$ cat src/rtl/ipb_segment_arbiter.sv
// IPbus slave that decodes ipb_addr[31:28] onto one of four I/O segments and runs a
// single read or write toward it. Write acks 2 cycles after the strobe is sampled;
// read acks 1 cycle after the segment ack, or errors after TIMEOUT READ cycles.
// Backpressure: the master holds ipb_strobe until ack/err. The next transaction is
// accepted only after the strobe has been seen low in HOLD.
//
// Ports:
//   ipb_clk, reset                 clock, synchronous active-high reset
//   ipb_strobe/addr/write/wdata    IPbus request from the master
//   ipb_rdata/ack/err              IPbus response (ack/err are one-cycle pulses)
//   seg_sel                        one-hot selected segment, zero outside a live transaction
//   io_addr/io_wr_data             latched address[27:0] and write data
//   io_sync/io_rd_en/io_wr_en      segment strobes
//   seg_rd_data/seg_rd_ack         per-segment read return, 32 bits and 1 valid per segment
//   err_count                      saturating count of ipb_err pulses
module ipb_segment_arbiter #(
  parameter int unsigned TIMEOUT  = 255,
  parameter logic [3:0]  SEG_MASK = 4'b0001
) (
  input  logic         ipb_clk,
  input  logic         reset,
  input  logic         ipb_strobe,
  input  logic [31:0]  ipb_addr,
  input  logic         ipb_write,
  input  logic [31:0]  ipb_wdata,
  output logic [31:0]  ipb_rdata,
  output logic         ipb_ack,
  output logic         ipb_err,
  output logic [3:0]   seg_sel,
  output logic [27:0]  io_addr,
  output logic [31:0]  io_wr_data,
  output logic         io_sync,
  output logic         io_rd_en,
  output logic         io_wr_en,
  input  logic [127:0] seg_rd_data,
  input  logic [3:0]   seg_rd_ack,
  output logic [15:0]  err_count
);

  typedef enum logic [2:0] {
    S_IDLE,
    S_WRITE,
    S_READ,
    S_ACK,
    S_ERR,
    S_HOLD
  } state_e;

  // Counter value seen during the final permitted READ cycle.
  localparam logic [11:0] TO_LAST = 12'(TIMEOUT - 1);

  state_e      state_q, state_d;
  logic [3:0]  seg_q, seg_d;
  logic [27:0] addr_q, addr_d;
  logic [31:0] wdata_q, wdata_d;
  logic [31:0] rdata_q, rdata_d;
  logic [11:0] cnt_q, cnt_d;
  logic [15:0] err_cnt_q, err_cnt_d;

  // Address decode, evaluated only while IDLE.
  logic [1:0]  dec_idx;
  logic        dec_ok;
  logic [3:0]  dec_onehot;

  assign dec_idx    = ipb_addr[29:28];
  assign dec_ok     = (ipb_addr[31:30] == 2'b01) && SEG_MASK[dec_idx];
  assign dec_onehot = 4'b0001 << dec_idx;

  // Only the selected segment's ack and data lane matter. seg_q is one-hot or zero,
  // so masking keeps acks from other segments out.
  logic        sel_ack;
  logic [31:0] sel_data;

  assign sel_ack = |(seg_rd_ack & seg_q);

  always_comb begin
    sel_data = '0;
    for (int i = 0; i < 4; i++) begin
      if (seg_q[i]) begin
        sel_data = sel_data | seg_rd_data[32*i +: 32];
      end
    end
  end

  always_comb begin
    state_d   = state_q;
    seg_d     = seg_q;
    addr_d    = addr_q;
    wdata_d   = wdata_q;
    rdata_d   = rdata_q;
    cnt_d     = cnt_q;
    err_cnt_d = err_cnt_q;
    io_sync   = 1'b0;
    io_rd_en  = 1'b0;
    io_wr_en  = 1'b0;
    ipb_ack   = 1'b0;
    ipb_err   = 1'b0;
    seg_sel   = 4'b0000;

    case (state_q)
      S_IDLE: begin
        cnt_d = '0;
        if (ipb_strobe) begin
          addr_d  = ipb_addr[27:0];
          wdata_d = ipb_wdata;
          // The write flag is captured by the choice between WRITE and READ.
          if (dec_ok) begin
            seg_d   = dec_onehot;
            state_d = ipb_write ? S_WRITE : S_READ;
          end else begin
            seg_d   = 4'b0000;
            state_d = S_ERR;
          end
        end
      end

      S_WRITE: begin
        io_sync  = 1'b1;
        io_wr_en = 1'b1;
        seg_sel  = seg_q;
        state_d  = S_ACK;
      end

      S_READ: begin
        io_sync  = 1'b1;
        io_rd_en = 1'b1;
        seg_sel  = seg_q;
        cnt_d    = cnt_q + 12'd1;
        // An ack on the last permitted cycle wins over the timeout.
        if (sel_ack) begin
          rdata_d = sel_data;
          state_d = S_ACK;
        end else if (cnt_q == TO_LAST) begin
          state_d = S_ERR;
        end
      end

      S_ACK: begin
        ipb_ack = 1'b1;
        seg_sel = seg_q;
        state_d = S_HOLD;
      end

      S_ERR: begin
        ipb_err = 1'b1;
        seg_sel = seg_q;
        if (err_cnt_q != 16'hFFFF) begin
          err_cnt_d = err_cnt_q + 16'd1;
        end
        state_d = S_HOLD;
      end

      S_HOLD: begin
        // Wait for the master to drop its strobe so one request yields one response.
        if (!ipb_strobe) begin
          state_d = S_IDLE;
        end
      end

      default: state_d = S_IDLE;
    endcase
  end

  always_ff @(posedge ipb_clk) begin
    if (reset) begin
      state_q   <= S_IDLE;
      seg_q     <= '0;
      addr_q    <= '0;
      wdata_q   <= '0;
      rdata_q   <= '0;
      cnt_q     <= '0;
      err_cnt_q <= '0;
    end else begin
      state_q   <= state_d;
      seg_q     <= seg_d;
      addr_q    <= addr_d;
      wdata_q   <= wdata_d;
      rdata_q   <= rdata_d;
      cnt_q     <= cnt_d;
      err_cnt_q <= err_cnt_d;
    end
  end

  assign ipb_rdata  = rdata_q;
  assign io_addr    = addr_q;
  assign io_wr_data = wdata_q;
  assign err_count  = err_cnt_q;

endmodule

$ cat config.mk
export PLATFORM = sky130hd
export DESIGN_NAME = ipb_segment_arbiter
export DESIGN_NICKNAME = d
export VERILOG_FILES = /design/src/rtl/ipb_segment_arbiter.sv
export SDC_FILE = /design/constraint.sdc
export NUM_CORES = 1
export LEC_CHECK = 0
export BUFFER_PORTS_ARGS = -buffer_cell sky130_fd_sc_hd__buf_2
export CAP_MARGIN = 15
export CORE_AREA = 5 5 125 127
export CTS_BUF_LIST = sky130_fd_sc_hd__clkbuf_4 sky130_fd_sc_hd__clkbuf_8 sky130_fd_sc_hd__clkbuf_16
export DETAILED_ROUTE_END_ITERATION = 16
export DIE_AREA = 0 0 130 132
export PLACE_DENSITY = 0.76
export SYNTH_ARGS = -nofsm -noshare
export SYNTH_HDL_FRONTEND = slang
export SYNTH_SLANG_ARGS = --single-unit
$ cat constraint.sdc
create_clock -name ipb_clk -period 1.8 [get_ports ipb_clk]
set_input_delay 0.27 -clock ipb_clk [delete_from_list [all_inputs] [get_ports ipb_clk]]
set_output_delay 0.27 -clock ipb_clk [all_outputs]
set_load 0.03 [all_outputs]
Word level (Yosys, flattened, before mapping):

Cells that the tools add are included.

* flip-flop bits (word level): 127
* latch bits: 0
* RAM bits: 0
* memory bits (read-only): 0
* output and inout bits: 117
* word-level logic and storage cells: 58
* memories: 0

* add/subtract/negate cells: 2
* $mul: 0
* div/mod/pow operators: 0
* magnitude comparators: 1
* equality and inequality tests: 11
* shift-type cells: 1
* mux-type cells: 21
* bitwise logic cells: 4
* reductions and logical operators: 11

Operator list (count)
* 2-to-1 mux 32 bit: 4
* bitwise OR 32 bit: 3
* one-hot mux 12 bit (2 select lines): 1
* adder 16 x 1 -> 16 bit (second input constant): 1
* inequality test 16 bit (second input constant): 1
* 2-to-1 mux 3 bit: 5
* one-hot mux 3 bit (5 select lines): 1
* adder 12 x 1 -> 12 bit (second input constant): 1
* equality test 12 x 8 -> 1 bit (second input constant): 1
* 2-to-1 mux 4 bit: 2
* OR reduction 4 bit: 2
* equality test 3 x 2 -> 1 bit (second input constant): 2
* equality test 3 bit (second input constant): 2
* 2-to-1 mux 1 bit: 6
* AND reduction 2 bit: 3
* bitwise AND 4 bit: 1
* inequality test 2 bit (second input constant): 2
* OR reduction 2 bit: 2
* left shift 1 x 2 -> 4 bit (first input constant): 1
* equality test 3 x 1 -> 1 bit (second input constant): 1
* zero test 3 bit: 1
* less-than comparator 2 x 3 -> 1 bit (second input constant): 1
* inequality test 3 bit (second input constant): 1
* AND reduction 3 bit: 1
* other kinds (5): 5

Logic depth before layout (Yosys ltp):

Gate-level depths: netlist of the first run.

* depth in word-level cells: 7
* gate-level depth with buffers: 7
* depth with buffers taken out: 5

Worst setup path before layout of the first run:

OpenSTA, ideal clock, no wires.

* kind: flip-flop to flip-flop
* from: reg err_cnt_q[0], in the netlist err_count[0]
* to: reg err_cnt_q[0], in the netlist err_count[0]
* setup time: 0.123 ns
* arrival time: 1.948 ns
* required time: 1.677 ns
* slack: -0.271 ns
* stages on the path, launching flop included: 6
* path buffers: 0
* cell sequence: dfxtp_1 ha_1 nand3_1 nor4_4 a21oi_1 mux2_1

* cells in the longest elaborated chain, start to end: 2
* elaborated cells on any way between the ends: 3
* those cells by class: add/sub: 1; eq/ne: 1; reduce/logical: 1

RTL lines
* start, declared: line 58 `logic [15:0] err_cnt_q, err_cnt_d;`
* start signal, assigned: line 180 `err_cnt_q <= err_cnt_d;`
* parallel branches: the longest is 2 deep, another holds adder 16 x 1 -> 16 bit

Several ways; the timed one is not identified.
A chain may end at the register's enable or synchronous reset.

Final worst setup path of the first run:

* from: reg state_q[0]
* to: out seg_sel[1]

* cells in the longest elaborated chain, start to end: 3
* elaborated cells on any way between the ends: 6
* those cells by class: eq/ne: 4; mux: 1; reduce/logical: 1

RTL lines
* start, declared: line 52 `state_e state_q, state_d;`
* start signal, assigned: line 174 `state_q <= state_d;`
* equality test 3 bit (tied with other cells): line 100 `case (state_q)`
* OR reduction 4 bit (no line) *
* 2-to-1 mux 4 bit *: line 100
* end, declared: line 29 `output logic [3:0] seg_sel,`

Every way passes the cells marked *; elsewhere a longest branch is shown, timed or not.

==> flow_summary.json, run 1 <==
{
  "drt-initial-drc-count": 343,
  "insertion_delay_ns": 0.40,
  "swShare": 0.355,
  "async_reset_ff_frac": 0,
  "numClockSinks": 127,
  "cts_hold_buf": 0,
  "reg2reg_slack_ns": 0.08,
  "drt_wl_total_um": 19900,
  "seq_area_frac_synth": 0.449,
  "combPwrFrac": 0.321,
  "crit_path_start_kind": "flip-flop",
  "overflow": 0,
  "max-cap-violations": 0,
  "p_per_area_nw_per_um2": 1150,
  "netlist_instances": 692,
  "tightest_slew_ns": 0.517,
  "clk_pin_slew_ns": 0.06,
  "fillers": 1345,
  "finalHoldViolCount": 0,
  "crit_arrival_ns": 1.49,
  "end_kind": "primary output",
  "fmax_mhz": 568,
  "grt_max_degree": 66,
  "slowest_delay_ns": 0.34,
  "yosysWarnings": 0,
  "cp_common_cell": "buf_6",
  "die_width_um": 130,
  "synth_area_um2": 5660,
  "finalSetupViolCount": 0,
  "pin_count": 317,
  "yosys.area.top_type": "dfxtp_1",
  "htree_levels": 4,
  "intPower_uw": 6180,
  "hold_path_class": "input port to flip-flop",
  "io_buffers": 316,
  "power.share.clock": 0.332,
  "crit_required_ns": 1.53,
  "vdd_ir_drop_max_mv": 0.589,
  "gp_congestion": 0.815,
  "slew_violations": 0,
  "pwr-share-seq": 0.348,
  "ant_nets": 0,
  "cp_top_family": "flip-flops",
  "placed_cell_area_um2": 7560,
  "antenna_found_initial": 6,
  "rows": 44,
  "synth_area_leaders": "dfxtp_1, nand2_1, a22oi_1",
  "synthFlopType": "dfxtp_1",
  "grt_pass1_wl_um": 29700,
  "critPathKind": "flip-flop to primary output",
  "synth_cell_types": 52,
  "core_um2": 14300,
  "crit_chain": "buf_6, o21a_1, nor2_4, and2_1, buf_6",
  "route.vias.total": 6408,
  "drtPass1Iterations": 5,
  "fin_area_um2": 8330,
  "layout.nets": 1213,
  "fin_crit_ns": 1.76,
  "skew_ns": 0.00725,
  "grt_pass1_vias": 5866,
  "viasPerCell": 5.29,
  "syn_to_final_growth_pct": 47.3,
  "cts.path.max_buffers": 2,
  "wl_per_cell_um": 16.4,
  "cts_tree": "done",
  "synth.top_cell.area_share": 0.449,
  "dieArea_um2": 17200,
  "synth_edf_count": 0,
  "syn_area_per_cell_um2": 8.18,
  "drive_gt1_frac": 0.415,
  "cp_slowest_cell": "dfxtp_2",
  "worstPathBufferInverterCount": 2,
  "grt_use_total": 0.215,
  "whs_ns": 0.100,
  "netSwitchingPower_uw": 3410,
  "slew_headroom": 0.655,
  "worst-path-max-fanout": 6,
  "fin_util": 0.582,
  "outcome": "completed",
  "ys_seq_elements": 127,
  "p_leak_uw": 0.00365,
  "drcViolationCount": 0,
  "mappedNetlistNets": 895,
  "fp.dieH_um": 132,
  "initial_utilization": 0.395,
  "hpwl_um": 14500,
  "cts_root_buf": "clkbuf_16",
  "rsz0062_at_grt": "yes",
  "numCtsBuffers": 17,
  "finalCritPeriodShare": 0.979
}
worst paths after layout:
| kind | end | cells past startpoint | start |
|---|---|---|---|
| max reg2reg | ipb_rdata[1] | 7 | state_q[1] |
| min reg2reg | io_addr[0] | 2 | io_addr[0] |
| max | seg_sel[1] | 5 | state_q[0] |
| min | io_addr[6] | 3 | ipb_addr[6] |
flip-flops by register name, summed over array words and instances, names as in the netlist:
name and flops:
ipb_rdata 32, io_addr 28, cnt_q 12, state_q 3, io_wr_data 32, seg_q 4, err_count 16
power by group through the flow:
| stage | logic [µW] | clock network (µW) | registers (µW) |
|---|---|---|---|
| after CTS | 3050 | 3240 | 3330 |
| after global routing | 3340 | 3380 | 3380 |
| final | 3070 | 3180 | 3340 |
| after global placement | 2940 | 0 | 3360 |
| after detailed placement | 2960 | 0 | 3380 |
| after floorplan | 1300 | 0 | 3980 |
cells in the mapped netlist (3+ instances only):
library cell  instances
and4_1                4
nor2b_1               8
a22oi_1              68
a311o_1               3
buf_2                 4
and3_1                4
a21oi_1              84
o21a_1                3
and2_1                8
nand3_1               8
nor2_1               57
dfxtp_1             127
mux2_2                8
ha_1                  3
clkbuf_1             41
nand2b_1              4
nor4_1                5
a211oi_1              3
a311oi_1             32
nor3_1               12
o21ai_0               5
buf_1                10
inv_1                 7
nand4_1               8
nand2_1             142
final cells by class:
| type | count | area, µm² | share of cell area |
|---|---|---|---|
| Antenna cell | 6 | 15.0 | 0.00180 |
| Clock buffer | 20 | 454 | 0.0545 |
| Clock inverter | 11 | 93.8 | 0.0113 |
| Inverter | 8 | 35.0 | 0.00420 |
| Multi-Input combinational cell | 501 | 2920 | 0.351 |
| Sequential cell | 127 | 2550 | 0.306 |
| Tap cell | 184 | 230 | 0.0276 |
| Timing Repair Buffer | 355 | 2030 | 0.244 |
cell families (layout without fill, tap and decap cells):
kind of cell	count (synthesis)	in the layout	share of synthesized area
and+or+nand+nor	276	276	0.226
AOI/OAI and AO/OA	211	211	0.251
DFF	127	127	0.449
buffers and inverters	64	394	0.0456
muxes	11	11	0.0215
adders and majority gates	3	3	0.00663
other	0	6	0
per-stage QoR:
| step | setup WS [ns] | instances | power [µW] | TNS, ns |
|---|---|---|---|---|
| after global routing | -0.0560 | 1212 | 10100 | -0.154 |
| after CTS | 0.0151 | 1201 | 9620 | 0 |
| after floorplan | -0.0580 | 692 | 5280 | -0.0580 |
| after global placement | 0.131 | 1168 | 6310 | 0 |
| final | 0.0386 | 1212 | 9590 | 0 |
| after detailed placement | 0.0493 | 1168 | 6340 | 0 |
worst register-to-register path, cell delays in order, from the launching register on:
cell	delay [ns]
dfxtp_2	0.36
or3b_4	0.38
buf_4	0.16
a21oi_4	0.13
buf_12	0.14
clkbuf_16	0.18
nor2_1	0.05
a311oi_1	0.23
timing repair:
action / 4_1_cts / 5_1_grt
pin swaps: 2 / 2
gates cloned: 0 / 3
buffers inserted: 2 / 2
resized for setup: 19 / 9
endpoints found under the setup margin: 6 / 33
cell usage in the layout, fill, tap and decap left out, types with 7 or more instances in the layout:
cell type    n
a22oi_1     68
nor2_1      56
nor3_1      10
a311oi_1    32
dfxtp_1    121
a21oi_1     83
buf_6        7
buf_2      309
nand2_1    141
nand4_1      8
nor2b_1      8
clkbuf_16   20
mux2_2       8
nand3_1      8
buf_4       31
per-layer routing:
layer / wire (µm) / GRT usage / up-vias
li1: - / - / 3146
met1: 7520 / 0.248 / 2937
met2: 10000 / 0.358 / 302
met3: 2050 / 0.0746 / 23
met4: 352 / 0.0930 / 0
met5: 0 / 0 / -
(Power assumes the default switching activity.)
==> run 2: changes to the inputs <==
- CTS_BUF_LIST: sky130_fd_sc_hd__clkbuf_4 sky130_fd_sc_hd__clkbuf_8 sky130_fd_sc_hd__clkbuf_16 -> unset
==> flow_summary.json, run 2 (same netlist as run 1, synthesis figures left out) <==
{
  "gp_congestion": 0.815,
  "critPathKind": "flip-flop to primary output",
  "route.vias.total": 6373,
  "finalPower_uw": 9560,
  "cp_slowest_cell": "dfxtp_2",
  "drcViolationCount": 0,
  "finalCritPeriodShare": 0.979,
  "mostFrequentLayoutCell": "buf_2",
  "numClockSinks": 127,
  "rsz0062_at_grt": "yes",
  "regArea_um2": 2550,
  "insertion_delay_ns": 0.40,
  "finalHoldViolCount": 0,
  "crit_arrival_ns": 1.49,
  "end_kind": "primary output",
  "rows": 44,
  "tightest_slew_ns": 0.517,
  "worst-path-max-fanout": 6,
  "hold_path_class": "input port to flip-flop",
  "syn_to_final_growth_pct": 47.1,
  "p_leak_uw": 0.00364,
  "drt_wl_total_um": 20000,
  "final_cell_mix": "buf_2, nand2_1, dfxtp_1",
  "pin_count": 317,
  "core_um2": 14300,
  "drtPass1Iterations": 5,
  "grt_pass1_wl_um": 29700,
  "die_width_um": 130,
  "htree_levels": 4,
  "hpwl_um": 14500,
  "fmax_mhz": 568,
  "fp.dieH_um": 132,
  "post-place-ws_ns": 0.0493,
  "io_buffers": 316,
  "grt_pass1_vias": 5866,
  "viasPerCell": 5.26,
  "grt_use_total": 0.215,
  "cts_root_buf": "clkbuf_16",
  "crit_chain": "buf_6, o21a_1, nor2_4, and2_1, buf_6",
  "slew_violations": 0,
  "overflow": 0,
  "drive_gt1_frac": 0.413,
  "antenna_found_initial": 6,
  "p_per_area_nw_per_um2": 1150,
  "slew_headroom": 0.655,
  "crit_path_start_kind": "flip-flop",
  "cts_tree": "done",
  "postLayoutSetupSlackWorst_ns": 0.0382,
  "vdd_ir_drop_max_mv": 0.590,
  "drt-initial-drc-count": 345,
  "layout.nets": 1213,
  "finalSetupViolCount": 0,
  "grt_max_degree": 66,
  "cp_common_cell": "buf_6",
  "max-cap-violations": 0,
  "wl_per_cell_um": 16.5,
  "fin_crit_ns": 1.76,
  "crit_required_ns": 1.53,
  "outcome": "completed",
  "fillers": 1343,
  "numCtsBuffers": 17,
  "cts.path.max_buffers": 2,
  "clk_pin_slew_ns": 0.06,
  "tns_ns": 0,
  "skew_ns": 0.00727,
  "initial_utilization": 0.395,
  "dieArea_um2": 17200,
  "slowest_delay_ns": 0.34,
  "ant_nets": 0,
  "multiInputGateArea_um2": 2920
}
==> run 2: cell type report <==
type / instances / area share
clock inverters: 11 / 0.0113
diodes: 6 / 0.00180
inverters: 8 / 0.00421
repair buffers: 355 / 0.244
multi-input cells: 501 / 0.351
clock buffers: 20 / 0.0537
well taps: 184 / 0.0277
flip-flops and latches: 127 / 0.306
==> run 2: per-layer routing <==
| metal | global-route usage | share of wire |
|---|---|---|
| met4 | 0.0930 | 0.018 |
| met2 | 0.358 | 0.50 |
| met5 | 0 | 0 |
| met1 | 0.248 | 0.38 |
| met3 | 0.0746 | 0.099 |
==> run 2: timing repair <==
item,CTS,global route
cloned,0,3
hold buffers,0,0
buffers inserted,2,2
pin swaps,2,2
endpoints found under the setup margin,6,33
resized for setup,19,9
==> run 2: worst paths after layout <==
path	depth (start not counted)	to	startpoint	slack (ns)
max	5	seg_sel[1]	state_q[0]	0.04
min	3	io_addr[6]	ipb_addr[6]	0.10
max reg2reg	7	ipb_rdata[1]	state_q[1]	0.08
min reg2reg	2	io_addr[0]	io_addr[0]	0.45
==> run 2: critical path: cells and delay by family (launching register included) <==
family,cells,cell delay (ns)
flops,1,0.34
simple gates,2,0.27
buf+inv,2,0.26
compound gates,1,0.22
==> run 2: power by group <==
| group | leakage [µW] | internal (µW) | switching (µW) |
|---|---|---|---|
| clock | 0.000257 | 1910 | 1240 |
| sequential | 0.00103 | 3160 | 178 |
| combinational | 0.00235 | 1080 | 2000 |
| total | 0.00364 | 6150 | 3410 |
==> run 2: through the flow <==
stage	utilization	std cells	area [µm²]	hold WS [ns]
global placement	0.528	1168	7560	0.439
CTS	0.571	1201	8180	0.0806
global route	0.582	1212	8320	0.0846
finish	0.582	1212	8320	0.101
floorplan	-	692	5670	0.406
detailed placement	0.528	1168	7560	0.443
